--- src/rtl/ram_bist.sv ---
// March C- style self-test master for a single-port RAM (w P / r P,w ~P / r ~P,w P / r P).
// It drives the RAM directly and reports pass/fail and the first failing location.
module ram_bist #(
  parameter int                ADDR_W  = 8,
  parameter int                DATA_W  = 8,
  parameter logic [DATA_W-1:0] PATTERN = 8'h55
) (
  input  logic              clk,
  input  logic              rst_n,
  input  logic              start,
  output logic              busy,
  output logic              done,
  output logic              pass,
  output logic [ADDR_W-1:0] fail_addr,
  output logic [DATA_W-1:0] fail_exp,
  output logic [DATA_W-1:0] fail_got,
  output logic              ram_rd,
  output logic              ram_wr,
  output logic [ADDR_W-1:0] ram_addr,
  output logic [DATA_W-1:0] ram_d_in,
  input  logic [DATA_W-1:0] ram_d_out
);

  // Handshake: start is a request taken only in IDLE/DONE; busy covers the whole
  // march, and done/pass/fail_* hold the result until the next accepted start.
  typedef enum logic [3:0] {
    IDLE, M0_W, M1_RD, M1_CW, M2_RD, M2_CW, M3_RD, M3_CK, DONE
  } state_t;

  localparam logic [ADDR_W-1:0] A_MAX  = '1;
  localparam logic [ADDR_W-1:0] A_ZERO = '0;
  localparam logic [ADDR_W-1:0] A_ONE  = {{(ADDR_W-1){1'b0}}, 1'b1};

  state_t              state, state_nx;
  logic [ADDR_W-1:0]   a, a_nx;
  logic                start_pend;
  logic                accept;
  logic                mismatch;
  logic                last_ok;
  logic [DATA_W-1:0]   exp_data;

  assign busy   = (state != IDLE) && (state != DONE);
  assign accept = start && !busy && !start_pend;

  always_ff @(posedge clk or negedge rst_n) begin
    if (!rst_n) begin
      state      <= IDLE;
      a          <= A_ZERO;
      start_pend <= 1'b0;
    end else begin
      state      <= state_nx;
      a          <= a_nx;
      start_pend <= accept;
    end
  end

  // ram_* depend only on state and a; ram_d_out only steers the next state.
  always_comb begin
    state_nx = state;
    a_nx     = a;
    ram_rd   = 1'b0;
    ram_wr   = 1'b0;
    ram_addr = A_ZERO;
    ram_d_in = '0;
    exp_data = '0;
    mismatch = 1'b0;
    last_ok  = 1'b0;
    case (state)
      IDLE, DONE: begin
        if (start_pend) begin
          state_nx = M0_W;
          a_nx     = A_ZERO;
        end
      end
      M0_W: begin
        ram_wr   = 1'b1;
        ram_addr = a;
        ram_d_in = PATTERN;
        if (a == A_MAX) begin
          state_nx = M1_RD;
          a_nx     = A_ZERO;
        end else begin
          a_nx = a + A_ONE;
        end
      end
      M1_RD: begin
        ram_rd   = 1'b1;
        ram_addr = a;
        state_nx = M1_CW;
      end
      M1_CW: begin
        ram_wr   = 1'b1;
        ram_addr = a;
        ram_d_in = ~PATTERN;
        exp_data = PATTERN;
        mismatch = (ram_d_out != exp_data);
        if (mismatch) begin
          state_nx = DONE;
        end else if (a == A_MAX) begin
          state_nx = M2_RD;
          a_nx     = A_MAX;
        end else begin
          state_nx = M1_RD;
          a_nx     = a + A_ONE;
        end
      end
      M2_RD: begin
        ram_rd   = 1'b1;
        ram_addr = a;
        state_nx = M2_CW;
      end
      M2_CW: begin
        ram_wr   = 1'b1;
        ram_addr = a;
        ram_d_in = PATTERN;
        exp_data = ~PATTERN;
        mismatch = (ram_d_out != exp_data);
        if (mismatch) begin
          state_nx = DONE;
        end else if (a == A_ZERO) begin
          state_nx = M3_RD;
          a_nx     = A_MAX;
        end else begin
          state_nx = M2_RD;
          a_nx     = a - A_ONE;
        end
      end
      M3_RD: begin
        ram_rd   = 1'b1;
        ram_addr = a;
        state_nx = M3_CK;
      end
      M3_CK: begin
        exp_data = PATTERN;
        mismatch = (ram_d_out != exp_data);
        if (mismatch) begin
          state_nx = DONE;
        end else if (a == A_ZERO) begin
          state_nx = DONE;
          last_ok  = 1'b1;
        end else begin
          state_nx = M3_RD;
          a_nx     = a - A_ONE;
        end
      end
      default: state_nx = IDLE;
    endcase
  end

  always_ff @(posedge clk or negedge rst_n) begin
    if (!rst_n) begin
      done      <= 1'b0;
      pass      <= 1'b0;
      fail_addr <= A_ZERO;
      fail_exp  <= '0;
      fail_got  <= '0;
    end else if (accept) begin
      done      <= 1'b0;
      pass      <= 1'b0;
      fail_addr <= A_ZERO;
      fail_exp  <= '0;
      fail_got  <= '0;
    end else if (mismatch) begin
      done      <= 1'b1;
      pass      <= 1'b0;
      fail_addr <= a;
      fail_exp  <= exp_data;
      fail_got  <= ram_d_out;
    end else if (last_ok) begin
      done <= 1'b1;
      pass <= 1'b1;
    end
  end

endmodule
--- config.mk ---
export PLATFORM = sky130hd
export DESIGN_NAME = ram_bist
export DESIGN_NICKNAME = d
export VERILOG_FILES = /design/src/rtl/ram_bist.sv
export SDC_FILE = /design/constraint.sdc
export NUM_CORES = 1
export LEC_CHECK = 0
export ABC_AREA = 0
export BUFFER_PORTS_ARGS = -buffer_cell sky130_fd_sc_hd__clkbuf_2
export CAP_MARGIN = 20
export CORE_MARGIN = 2
export CORE_UTILIZATION = 40
export DETAILED_ROUTE_END_ITERATION = 12
export PLACE_DENSITY = 0.67
export SETUP_SLACK_MARGIN = 0.4
export SKIP_LAST_GASP = 1
export SYNTH_ARGS = -nofsm -noshare
export SYNTH_HDL_FRONTEND = slang
export SYNTH_SLANG_ARGS = --single-unit
--- constraint.sdc ---
create_clock -name clk -period 2.66 [get_ports clk]
set_input_delay 0.532 -clock clk [delete_from_list [all_inputs] [get_ports clk]]
set_output_delay 0.532 -clock clk [all_outputs]
set_load 0.02 [all_outputs]
* Word-level counts from Yosys, hierarchy flattened
Cells that the tools add are included.
Operators by class: equality and inequality tests 18, shift operators 0, $mul 0, reductions and logical operators 19, $add $sub $neg 2, muxes and demuxes 38, divide/modulo/power cells 0, bitwise operators 0, order comparisons 0
Operators with widths (count):
- $mux 8 | 15
- $pmux 8 s5 | 1
- $pmux 4 s8 | 1
- $pmux 8 s2 | 2
- $mux 4 | 6
- $eq 4x3->1 const B | 4
- $ne 2x2->1 const B | 6
- $mux 1 | 10
- $add 8x1->8 const B | 1
- $eq 4x2->1 const B | 2
- $eq 8x8->1 const B | 1
- $logic_not 8->1 | 1
- $ne 8x7->1 const B | 1
- $ne 8x8->1 const B | 1
- $sub 8x1->8 const B | 1
- $reduce_and 6->1 | 1
- $reduce_or 2->1 | 3
- $reduce_or 3->1 | 2
- $reduce_or 6->1 | 1
- $reduce_bool 5->1 | 1
- $eq 4x1->1 const B | 1
- $eq 4x4->1 const B | 1
- $logic_not 4->1 | 1
- $ne 4x4->1 const B | 1
- other kinds (9) | 12
Storage, ports and cells: bits in latches 0, register bits 39, memories kept 0, memory bits (read-only) 0, logic and storage cells 85, output and inout bits 45, memory bits (writable) 0

* Logic depth before layout (Yosys ltp)
depth after elaboration 7, gate-level depth with buffers 9, gate-level depth less buffers 7

* Least setup slack after synthesis
OpenSTA, ideal clock, no wires.
kind register to output, start point register state[0], end point output ram_addr[0], data required time 2128 ps, setup slack 390 ps, data arrival time 1738 ps, buffers on the path 1, stages on the path, launching flop included 6, cell sequence dfrtp_1 -> clkbuf_1 -> nand2b_1 -> a21oi_1 -> or2_1 -> and2_1
On the way: longest elaborated chain between the ends 3
Ends and longest elaborated chain:
- from (decl) | RTL line 34 | state_t state, state_nx;
- from (signal assigned) | RTL line 51 | state <= state_nx;
- $eq 4x3->1 (tied with other cells) | RTL line 68 | case (state)
- $reduce_or 6->1 (no source line) (*)
- $mux 8 (*) | RTL line 68
- to (decl) | RTL line 19 | output logic [ADDR_W-1:0] ram_addr,
Mark *: on every way between the ends. The rest lies on a longest branch, timed or not.

* Worst setup path in the final report
start point register state[3], end point output ram_addr[3]
The elaborated chain is that of the path after synthesis.

==> key figures <==
Global route
  • Vias in the first global route: approximately 1800
  • Largest net degree at the start of global routing: 34
  • First-pass GRT wire length: between 9000 and 10000 um
  • Initial antenna violation count: 0
  • Gr usage total: 18.1%
  • GR Overflow Total: 0

Logic synthesis
  • Number of flops mapped to enable cells by yosys: 0
  • Syn. warnings: 0
  • Post-synthesis register bit count: 33
  • Syn_nets: 259
  • Main synth FF type: dfrtp_1
  • Post-synthesis async set-or-reset flop share: 100%
  • Cell area after synthesis: around 2200 um^2
  • Syn Inst Count: roughly 250
  • Synth cell types: between 60 and 70
  • Post-synthesis sequential area ratio: 37.0%
  • Post-Syn Area per Cell: just over 9 um^2

Placed design
  • Place WS: 0.375 ns
  • Gpl congestion: between 0.9 and 1
  • Hpwl dp: 3730 um
  • Placement Cell Area: 2430 um^2
  • Port-buffer cells: 55

Timing
  • RSZ-0062 raised after global routing: false
  • Achievable Freq: roughly 0.46 GHz
  • Slew of the pin with the lowest slew margin: 0.837 ns
  • Setup violations, final: 0
  • Post-Route Skew: roughly 0.015 ns
  • Worst slew margin: between 40% and 50%
  • Max-slew violation count: 0
  • Setup tns final: 0 ns
  • Period minus WS final: 2.16 ns
  • Final cycle utilization of the critical path: about four fifths
  • Worst Slack Setup Final: approximately 0.50 ns
  • Final Hold Vio Count: 0

Route
  • Via count: ~2000
  • Drc violations: 0
  • Detailed Routing Iterations Pass 1: 4
  • Final WL: 5450 um
  • Via/cell ratio: about 5.4
  • Antenna-violating nets left: 0
  • Wirelength per Cell: about 15 um
  • DR iter-0 viols: 92

Die
  • Starting Density: 41.1%
  • Io pins: 56
  • Core ar.: 5440 um^2
  • FP Rows: 27
  • DIE AREA: slightly above 6000 um^2
  • Die Wd: 78.7 um
  • Die Ht: 78.7 um

Final layout
  • Filler Cell Count: about 550
  • # diodes: 0
  • Most frequent cells in the layout: 55 x clkbuf_2, 33 x nor2_1, 30 x dfrtp_1
  • Synthesis-to-layout area growth: 19.1%
  • Share of cells above drive strength 1: between 30% and 40%
  • Post-layout util: between 40 and 50%
  • Most common cell after layout, fill and taps aside: clkbuf_2
  • Final nets: approximately 300
  • Fin area: between 2000 and 3000 um^2

Critical path
  • Startpoint types: flip-flop
  • CP Capture Type: output pin
  • Worst-path fanout max: 10
  • Worst Path Required: between 2 and 2.5 ns
  • Worst setup path class: flip-flop to output pin
  • Data arrival, critical path: 1.63 ns

Clock tree
  • Total CTS buffers: 5
  • Clock Sinks: 33
  • Worst-path clk slew: roughly 0.080 ns
  • CTS tree: done
  • Clock Tree Root: clkbuf_8
  • Worst skew pair latency: slightly below 0.3 ns
  • Max clock buf depth: 2
  • H-tree Lvls: 2

Power and ir drop
  • Max VDD drop: 0.480 mV
  • PD cells: 1000 nW/um^2
  • Leakage power of the design: 0.00138 uW

Run
  • Max-cap violations: 0

Min path
  • HP Class: input pin to async pin

Outcome
  • Outcome: finished clean
[cells by family (layout without fill, tap and decap cells)]
logic type      Yosys count  after routing  synth area share [%]
mux                      19             19                  8.52
flops                    33             33                  37.0
xor+xnor                  2              2                 0.784
fa+ha+maj                 2              2                  1.12
simple gates            100            100                  25.5
compound gates           53             53                  17.0
buf+inv                  37             86                  10.1
[layer usage]
layer  vias to the layer above  global-route usage (%)  routed length, um
li1                        965                       -                  -
met1                       953                    25.0               2490
met5                         -                       0                  0
met4                         0                    3.33                  0
met2                        65                    29.8               2690
met3                         0                    3.75                265
[repair_timing]
| action | in CTS | in global routing |
|---|---|---|
| hold buffers | 0 | 0 |
| resized for setup | 6 | 5 |
| pin swaps | 0 | 1 |
| endpoints found under the setup margin | 12 | 15 |
| setup buffers | 0 | 12 |
[sequential cells by signal (all words and copies together), names as in the netlist]
| signal | count |
|---|---|
| a | 8 |
| done | 1 |
| fail_addr | 8 |
| fail_exp | 2 |
| fail_got | 8 |
| pass | 1 |
| start_pend | 1 |
| state | 4 |
[critical path, stage by stage (launching register included)]
cell      delay, ns
dfrtp_2        0.47
nand2b_4       0.21
a21oi_2        0.05
or2_4          0.30
and2_1         0.17
clkbuf_2       0.15
[where the power goes]
part | internal, uW | total, uW | switching (uW)
registers | 630 | 785 | 155
logic | 603 | 1490 | 882
clock network | 210 | 403 | 193
total | 1440 | 2670 | 1230
[cell usage after synthesis, types with 3 or more instances]
master | number | share of area (%)
buf_6 | 4 | 2.0
nand3_1 | 7 | 1.6
nand2b_1 | 3 | 0.84
dfrtp_1 | 33 | 37
mux2i_1 | 19 | 8.5
a21oi_1 | 10 | 2.2
nand2_1 | 14 | 2.4
and3b_1 | 3 | 1.2
clkbuf_1 | 5 | 0.84
nor3_1 | 4 | 0.90
o21ai_0 | 7 | 1.6
inv_1 | 5 | 0.84
and2_1 | 10 | 2.8
buf_4 | 12 | 4.0
buf_2 | 9 | 2.0
nand4_1 | 5 | 1.4
o21ai_1 | 8 | 1.8
nor2_1 | 34 | 5.7
[worst paths after layout]
path | start | to | slack [ns] | cells after the start
min in group clk | done | done | 0.49 | 1
worst min register to register | done | done | 0.49 | 1
worst min-delay path | rst_n | a[0] | 0.33 | 1
max in group asynchronous | rst_n | state[0] | 1.74 | 1
worst max-delay path | state[3] | ram_addr[3] | 0.50 | 5
worst max register to register | a[0] | a[2] | 0.55 | 7
[cell type report]
| type | count | area (um^2) | share of cell area [%] |
|---|---|---|---|
| inverter | 7 | 26.3 | 0.988 |
| sequential | 33 | 830 | 31.2 |
| timing repair buffer | 71 | 395 | 14.9 |
| clock inverter | 2 | 13.8 | 0.517 |
| multi-input combinational | 176 | 1220 | 46.0 |
| tap | 72 | 90.1 | 3.39 |
| clock buffer | 6 | 82.6 | 3.10 |
[through the flow]
step	cells	hold slack, ns	power (uW)
final	367	0.335	2670
after global routing	367	0.410	2870
after CTS	355	0.365	2530
after detailed placement	347	0.475	2100
after global placement	347	0.468	2090
after floorplan	246	0.236	1830
Note: power is estimated with default switching activity, not from simulation.
